==> src/rtl/conv2_seq_ctrl.sv <==
// conv2 stage sequencer: paces pixels into conv2_buf, launches conv2_calc per KxK window.
// Optional statistics (win_count, proto_err) are built only when CONV2_SEQ_STAT_EN is defined.
`timescale 1ns/1ps

module conv2_seq_ctrl #(
    parameter int WIDTH  = 15,
    parameter int HEIGHT = 19,
    parameter int K      = 3,
    parameter int IN_DIV = 8
) (
    input  logic                      clk,
    input  logic                      rst,
    input  logic                      start,
    input  logic                      in_valid,
    output logic                      in_ready,
    output logic                      buf_shift_en,
    output logic [$clog2(WIDTH)-1:0]  col,
    output logic [$clog2(HEIGHT)-1:0] row,
    output logic                      calc_start,
    input  logic                      calc_done,
    output logic [$clog2(WIDTH)-1:0]  out_col,
    output logic [$clog2(HEIGHT)-1:0] out_row,
    output logic                      busy,
    output logic                      frame_done,
    output logic [15:0]               win_count,
    output logic                      proto_err
);

    localparam int CW = $clog2(WIDTH);
    localparam int RW = $clog2(HEIGHT);
    localparam int PW = (IN_DIV > 1) ? $clog2(IN_DIV) : 1;

    localparam logic [CW-1:0] COL_LAST    = CW'(WIDTH - 1);
    localparam logic [CW-1:0] COL_KM1     = CW'(K - 1);
    localparam logic [RW-1:0] ROW_LAST    = RW'(HEIGHT - 1);
    localparam logic [RW-1:0] ROW_KM1     = RW'(K - 1);
    localparam logic [PW-1:0] PACE_RELOAD = PW'(IN_DIV - 1);

    typedef enum logic [2:0] {
        IDLE,
        ACCEPT,
        LAUNCH,
        CALC,
        DONE
    } state_e;

    state_e        state_q, state_d;
    logic [CW-1:0] col_q, col_d;
    logic [RW-1:0] row_q, row_d;
    logic [CW-1:0] outCol_q, outCol_d;
    logic [RW-1:0] outRow_q, outRow_d;
    logic [PW-1:0] pace_q, pace_d;
    logic          lastPix_q, lastPix_d;
    logic          isLast;

    assign isLast = (row_q == ROW_LAST) && (col_q == COL_LAST);

    always_ff @(posedge clk or posedge rst) begin
        if (rst) begin
            state_q   <= IDLE;
            col_q     <= '0;
            row_q     <= '0;
            outCol_q  <= '0;
            outRow_q  <= '0;
            pace_q    <= '0;
            lastPix_q <= 1'b0;
        end else begin
            state_q   <= state_d;
            col_q     <= col_d;
            row_q     <= row_d;
            outCol_q  <= outCol_d;
            outRow_q  <= outRow_d;
            pace_q    <= pace_d;
            lastPix_q <= lastPix_d;
        end
    end

    // Raster position wraps to 0,0 straight after the last pixel; lastPix_q remembers
    // that the frame is exhausted so CALC knows whether to finish or resume.
    always_comb begin
        state_d   = state_q;
        col_d     = col_q;
        row_d     = row_q;
        outCol_d  = outCol_q;
        outRow_d  = outRow_q;
        lastPix_d = lastPix_q;
        pace_d    = (pace_q != '0) ? pace_q - 1'b1 : pace_q;
        case (state_q)
            IDLE: begin
                pace_d = pace_q;
                if (start) begin
                    col_d     = '0;
                    row_d     = '0;
                    pace_d    = '0;
                    lastPix_d = 1'b0;
                    state_d   = ACCEPT;
                end
            end
            ACCEPT: begin
                if (buf_shift_en) begin
                    pace_d = PACE_RELOAD;
                    if (col_q == COL_LAST) begin
                        col_d = '0;
                        row_d = (row_q == ROW_LAST) ? '0 : row_q + 1'b1;
                    end else begin
                        col_d = col_q + 1'b1;
                    end
                    if (isLast) begin
                        lastPix_d = 1'b1;
                    end
                    if ((row_q >= ROW_KM1) && (col_q >= COL_KM1)) begin
                        outRow_d = row_q - ROW_KM1;
                        outCol_d = col_q - COL_KM1;
                        state_d  = LAUNCH;
                    end else if (isLast) begin
                        state_d = DONE;
                    end
                end
            end
            LAUNCH: state_d = CALC;
            CALC: begin
                if (calc_done) begin
                    state_d = lastPix_q ? DONE : ACCEPT;
                end
            end
            DONE: begin
                lastPix_d = 1'b0;
                state_d   = IDLE;
            end
            default: state_d = IDLE;
        endcase
    end

    always_comb begin
        in_ready     = 1'b0;
        buf_shift_en = 1'b0;
        calc_start   = 1'b0;
        frame_done   = 1'b0;
        busy         = (state_q != IDLE);
        case (state_q)
            ACCEPT: begin
                in_ready     = (pace_q == '0);
                buf_shift_en = (pace_q == '0) && in_valid;
            end
            LAUNCH:  calc_start = 1'b1;
            DONE:    frame_done = 1'b1;
            default: ;
        endcase
    end

    assign col     = col_q;
    assign row     = row_q;
    assign out_col = outCol_q;
    assign out_row = outRow_q;

`ifdef CONV2_SEQ_STAT_EN
    logic [15:0] winCount_q;
    logic        protoErr_q;

    // proto_err is sticky until reset; win_count restarts with every accepted start.
    always_ff @(posedge clk or posedge rst) begin
        if (rst) begin
            winCount_q <= '0;
            protoErr_q <= 1'b0;
        end else begin
            if ((state_q == IDLE) && start) begin
                winCount_q <= '0;
            end else if (state_q == LAUNCH) begin
                winCount_q <= winCount_q + 1'b1;
            end
            if ((calc_done && (state_q != CALC)) || (start && (state_q != IDLE))) begin
                protoErr_q <= 1'b1;
            end
        end
    end

    assign win_count = winCount_q;
    assign proto_err = protoErr_q;
`else
    assign win_count = '0;
    assign proto_err = 1'b0;
`endif

endmodule

==> config.mk <==
export PLATFORM = sky130hd
export DESIGN_NAME = conv2_seq_ctrl
export DESIGN_NICKNAME = d
export VERILOG_FILES = /design/src/rtl/conv2_seq_ctrl.sv
export SDC_FILE = /design/constraint.sdc
export NUM_CORES = 1
export LEC_CHECK = 0
export BUFFER_PORTS_ARGS = -buffer_cell sky130_fd_sc_hd__buf_4
export CORE_MARGIN = 10
export CORE_UTILIZATION = 49
export CTS_BUF_LIST = sky130_fd_sc_hd__clkbuf_4 sky130_fd_sc_hd__clkbuf_8
export CTS_CLUSTER_DIAMETER = 80
export DETAILED_ROUTE_END_ITERATION = 16
export PLACE_DENSITY = 0.9
export RECOVER_POWER = 50
export SLEW_MARGIN = 20
export SYNTH_ARGS = -nofsm -noshare
export SYNTH_HDL_FRONTEND = slang
export SYNTH_SLANG_ARGS = --single-unit
==> constraint.sdc <==
create_clock -name clk -period 1.53 [get_ports clk]
set_input_delay 0.306 -clock clk [delete_from_list [all_inputs] [get_ports clk]]
set_output_delay 0.306 -clock clk [all_outputs]
set_load 0.1 [all_outputs]
==> results of run 1 <==
-- registers in the layout, indices dropped and copies added, names as in the netlist --
register / cells
out_col: 4
col: 4
state_q: 3
out_row: 5
pace_q: 3
row: 5
lastPix_q: 1
-- cell type report --
class | count | area [um2] | area share (%)
multi-input cells | 124 | 1100 | 42.1
clock buffers | 3 | 22.5 | 0.859
inverters | 14 | 55.1 | 2.10
well taps | 44 | 55.1 | 2.10
clock inverters | 1 | 5.00 | 0.191
repair buffers | 76 | 724 | 27.6
flip-flops and latches | 25 | 656 | 25.0
-- per-stage QoR --
step / std cells / setup TNS (ps) / hold WS [ps] / area [um2] / setup WS, ps
final: 287 / -3640 / 163 / 2620 / -346
after global routing: 287 / -5780 / 167 / 2620 / -393
after CTS: 283 / -2690 / 7.63 / 2490 / -290
after detailed placement: 272 / -1530 / 386 / 2240 / -158
after global placement: 272 / -401 / 380 / 2240 / -110
after floorplan: 183 / -3030 / 333 / 1850 / -286
-- what timing repair did --
action / CTS / global route
hold endpoints to repair: 0 / 0
gates resized for setup: 42 / 25
endpoints found under the setup margin: 31 / 34
setup buffers: 7 / 5
pin swaps: 10 / 9
-- cell families after synthesis --
logic type	Yosys count	share of synthesized area [%]
simple gates	56	18.9
buf+inv	34	12.6
compound gates	28	12.1
flops	25	38.6
fa+ha+maj	10	7.71
mux	10	8.33
xor+xnor	3	1.62
other cells	1	0.231
-- cells in the mapped netlist, types with 2 or more instances --
master and n:
nor2b_1 2, ha_1 10, nand2b_1 5, o21ai_0 9, nand2_1 11, a311oi_1 2, a21oi_1 3, nor2_1 12
mux2_4 7, mux2i_1 3, and3_1 2, inv_1 14, or3_1 3, o21ai_1 2, o41ai_1 3, a31oi_1 2
nor4_1 2, nand3_1 6, buf_4 18, dfrtp_1 25, nor3b_1 2, xor2_1 3
-- metal layers --
layer	part of all wire, %	GRT usage [%]	wire, um	vias to the layer above
met4	4.0	11.1	250	0
met5	0	0	0	-
met2	50	29.9	3100	106
met1	39	20.1	2450	795
li1	-	-	-	699
met3	6.7	3.34	416	27
-- worst reg2reg max path: stages (launching register included) --
cell and delay, ps:
dfrtp_1 420, inv_2 80, ha_4 150, nor2b_4 160, and4_4 250, buf_4 160, nand2_8 100, buf_4 170
mux2i_2 180
-- layout by cell type, fill, tap and decap left out, types with 4 or more instances in the layout --
master / Yosys / routed
buf_12: 0 / 9
dfrtp_1: 25 / 15
clkbuf_4: 0 / 4
conb_1: 1 / 17
nand3_1: 6 / 6
mux2_4: 7 / 7
nor2_1: 12 / 7
o21ai_0: 9 / 6
dfrtp_4: 0 / 7
buf_4: 18 / 53
buf_6: 1 / 12
inv_1: 14 / 7
nor2_4: 0 / 4
nand2_1: 11 / 10
inv_2: 0 / 6
ha_1: 10 / 6
-- final timing paths --
path	to	slack, ps	cells past startpoint
worst min register to register	out_row[4]$_DFFE_PP0P_	540	1
worst min-delay path	state_q[1]$_DFFE_PP0P_	160	2
worst max-delay path	buf_shift_en	-350	5
worst max register to register	out_row[2]$_DFFE_PP0P_	-200	8
min in group asynchronous	out_row[3]$_DFFE_PP0P_	410	3
max in group asynchronous	col[0]$_DFFE_PP0P_	160	3
==> out/results.tsv, run 1 <==
metric	value	unit
status	finished with violations	
violations	negative setup slack	
worstPathArrival	1570	ps
final_layout_size_suffix_gt1_share	58.0	%
synth_edf_count	0	
fin_crit	1880	ps
via_count	1627	
synthCells	167	
grt_pass1_wl	8670	um
end_kind	primary output	
io_pins	45	
hp-start	calc_done	
ys_ff_latch	25	
antenna_found_initial	0	
tightest_slew	1370	ps
cts_tree	built	
critPathBufInv	2	
cp_max_fo	4	
slew_headroom	8.97	%
floorplan.initialDensity	52.3	%
die-area	6010	um2
ys_seq_area_share	38.6	%
die_w	77.6	um
drc_errors	0	
finalWorstSetupSlack	-346	ps
place_congestion	0.850	
path_clk_slew	150	ps
setup_viol	25	
synth-warning-count	0	
cts-htree-levels	1	
hp-class	primary input to flip-flop	
cts_num_sinks	25	
die_h	77.6	um
r2r-start	pace_q[0]$_DFFE_PP0P_	
synth_top_area_share	38.6	%
syn_area_per_cell	9.72	um2
fp-row-count	20	
clockBufferDepth	2	
area_growth	61.5	%
numCtsBuffers	3	
fin_skew	3.06	ps
clock-root-buffer	clkbuf_4	
synthArstFlopShare	100	%
synth.distinct_cells	43	
postCtsHoldBufs	0	
hold_viol	0	
grt_max_degree	26	
slew_viol_final	0	
grt-ovfl-total	0	
fill_cells	162	
diodes	0	
dpl.hpwl	3530	um
fin_nets	259	
synthTopCellsByArea	dfrtp_1 39%, buf_4 8.3%, ha_1 7.7%	
viasPerCell	5.67	
crit_type	flip-flop to primary output	
rsz0062_at_grt	yes	
worstSkewPairLatency	330	ps
crit_path_top_delay_cell	dfrtp_1	
max_freq	533	MHz
synth_area	1620	um2
wl_per_cell	21.7	um
synth_top_flop_cell	dfrtp_1	
required	1220	ps
max_stage_delay	420	ps
drtPass1Iterations	4	
drt-total-wl	6210	um
grt_use_total	17.7	%
max-cap-violations	0	
startpoint_type	flip-flop	
drt_iter0_markers	178	
core_area	3100	um2
crit_start	pace_q[0]$_DFFE_PP0P_	
grt_pass1_vias	1712	
portBuffers	27	
path_cells	inv_2 > ha_4 > nor2b_4 > and4_4 > buf_12	
final_util	84.5	%
yosys.area.top_type	dfrtp_1	
post-route-period-util	123	%
critical-path-top-delay-family	flip-flops	
ant_nets	0	
Power of run 1 is left out: the tool's default activity adds up to more than one toggle a clock period on the data nets, which glitch-free logic cannot reach.
==> run 2: changes to the inputs <==
--- a/config.mk
+++ b/config.mk
@@ -5,7 +5,7 @@
 export SDC_FILE = /design/constraint.sdc
 export NUM_CORES = 1
 export LEC_CHECK = 0
-export BUFFER_PORTS_ARGS = -buffer_cell sky130_fd_sc_hd__buf_4
+export BUFFER_PORTS_ARGS = -buffer_cell sky130_fd_sc_hd__buf_2
 export CORE_MARGIN = 10
 export CORE_UTILIZATION = 49
 export CTS_BUF_LIST = sky130_fd_sc_hd__clkbuf_4 sky130_fd_sc_hd__clkbuf_8
==> out/results.tsv, run 2 (synthesized netlist as in run 1, its figures left out) <==
metric	value	unit	change
final_layout_size_suffix_gt1_share	61.0	%	+3.0 points
place_congestion	0.827		-2.7%
antenna_found_initial	0		unchanged
fin_crit	1890	ps	+13.7 ps
finalWorstSetupSlack	-360	ps	-13.7 ps
violations	negative setup slack		
area_growth	70.2	%	
postCtsHoldBufs	0		unchanged
cts_tree	built		
crit_start	pace_q[0]$_DFFE_PP0P_		
core_area	3100	um2	unchanged
crit_type	flip-flop to primary output		
fin_skew	1.26	ps	-1.80 ps
critPathBufInv	2		unchanged
hp-class	primary input to flip-flop		
post-route-period-util	124	%	+0.90 points
path_depth	5		unchanged
hold_depth	2		unchanged
status	finished with violations		
end_kind	primary output		
max-cap-violations	0		unchanged
grt_pass1_wl	8630	um	-0.47%
gr-usage-met2	29.4	%	-0.50 points
drtPass1Iterations	4		unchanged
layout_commonest_cell	buf_4		
busiest_layer	met2		
hold_viol	0		unchanged
drc_errors	0		unchanged
grt_pass1_vias	1649		-3.7%
drt-total-wl	6860	um	+10%
max_freq	529	MHz	-0.73%
path_clk_slew	140	ps	about the same
grt_use_total	17.3	%	-0.40 points
final_cell_mix	39 x buf_4, 17 x conb_1, 15 x buf_6		
hp-start	calc_done		
via_count	1742		+7.1%
worstPathArrival	1580	ps	about the same
tightest_slew	1430	ps	+67.9 ps
die-area	6010	um2	unchanged
cts_num_sinks	25		unchanged
crit_path_top_delay_cell	dfrtp_1		
clockBufferDepth	2		unchanged
dp_slack	-146	ps	+12.2 ps
ant_nets	0		unchanged
die_h	77.6	um	unchanged
floorplan.initialDensity	52.3	%	unchanged
path_cells	inv_2 > ha_4 > nor2b_4 > and4_4 > buf_12		
use_met1	20.0	%	-0.054 points
slew_headroom	4.45	%	-4.5 points
grt_max_degree	26		unchanged
diodes	0		unchanged
drt_iter0_markers	201		+13%
reg2regPathDepth	7		-1
io_pins	45		unchanged
viasPerCell	5.95		+4.9%
cts-htree-levels	1		unchanged
dpl.hpwl	3510	um	-0.63%
die_w	77.6	um	unchanged
critical-path-top-delay-family	flip-flops		
cp_max_fo	3		-1
required	1220	ps	about the same
fp-row-count	20		unchanged
wl_per_cell	23.4	um	+8.2%
slew_viol_final	0		unchanged
met3_usage	4.26	%	+0.92 points
max_stage_delay	440	ps	+20 ps
portBuffers	27		unchanged
fin_nets	265		+2.3%
setup_viol	28		+12%
r2r-start	pace_q[0]$_DFFE_PP0P_		
numCtsBuffers	3		unchanged
startpoint_type	flip-flop		
rsz0062_at_grt	yes		
worstSkewPairLatency	330	ps	about the same
clock-root-buffer	clkbuf_4		
final_util	89.0	%	+4.6 points
grt-ovfl-total	0		unchanged
[run 2: cell count changes in the layout (fill, tap and decap cells not counted), sizes merged]
cell,delta
clkinv,-1
buf,+6
nand2,+1
[run 2: area by class of cell]
class | instances | area [um2]
Multi-Input combinational cell | 125 | 1170
Inverter | 14 | 55.1
Timing Repair Buffer | 81 | 791
Sequential cell | 25 | 657
Tap cell | 44 | 55.1
Clock buffer | 4 | 30.0
Fill cell | 133 | 340
[run 2: final timing paths]
check | endpoint | slack, ps
setup / recovery | buf_shift_en | -360
hold / removal | state_q[1]$_DFFE_PP0P_ | 210
setup reg to reg | state_q[1]$_DFFE_PP0P_ | -280
hold reg to reg | out_row[3]$_DFFE_PP0P_ | 530
max in group asynchronous | row[2]$_DFFE_PP0P_ | 60
min in group asynchronous | col[2]$_DFFE_PP0P_ | 460
[run 2: through the flow]
stage               cells  cell area [um2]  setup TNS [ps]  hold slack, ps
global placement      268             2290            -419             370
detailed placement    268             2290           -1370             377
CTS                   282             2490           -3290            13.8
floorplan             183             1850           -3030             333
finish                293             2760           -5810             207
global route          293             2760           -7660             207
[run 2: metal layers]
metal  part of all wire (%)  wire length [um]  up-vias
met3                    8.2               562       29
li1                       -                 -      719
met1                     38              2630      868
met4                    3.5               241        0
met5                      0                 0        -
met2                     50              3430      126
[run 2: worst reg2reg max path: stages (launching register included)]
cell and delay [ps]:
dfrtp_1 440, inv_2 100, ha_4 150, buf_6 90
nand4b_1 210, a311oi_2 410, nor2_1 110, a311oi_2 210
[run 2: what timing repair did]
action                     4_1_cts  5_1_grt
setup buffers                   10       13
setup endpoints to repair       28       33
hold endpoints to repair         0        0
pin swaps                        8       17
gates resized for setup         26       44
gates cloned                     0        1
Power of run 2 is left out for the same reason.
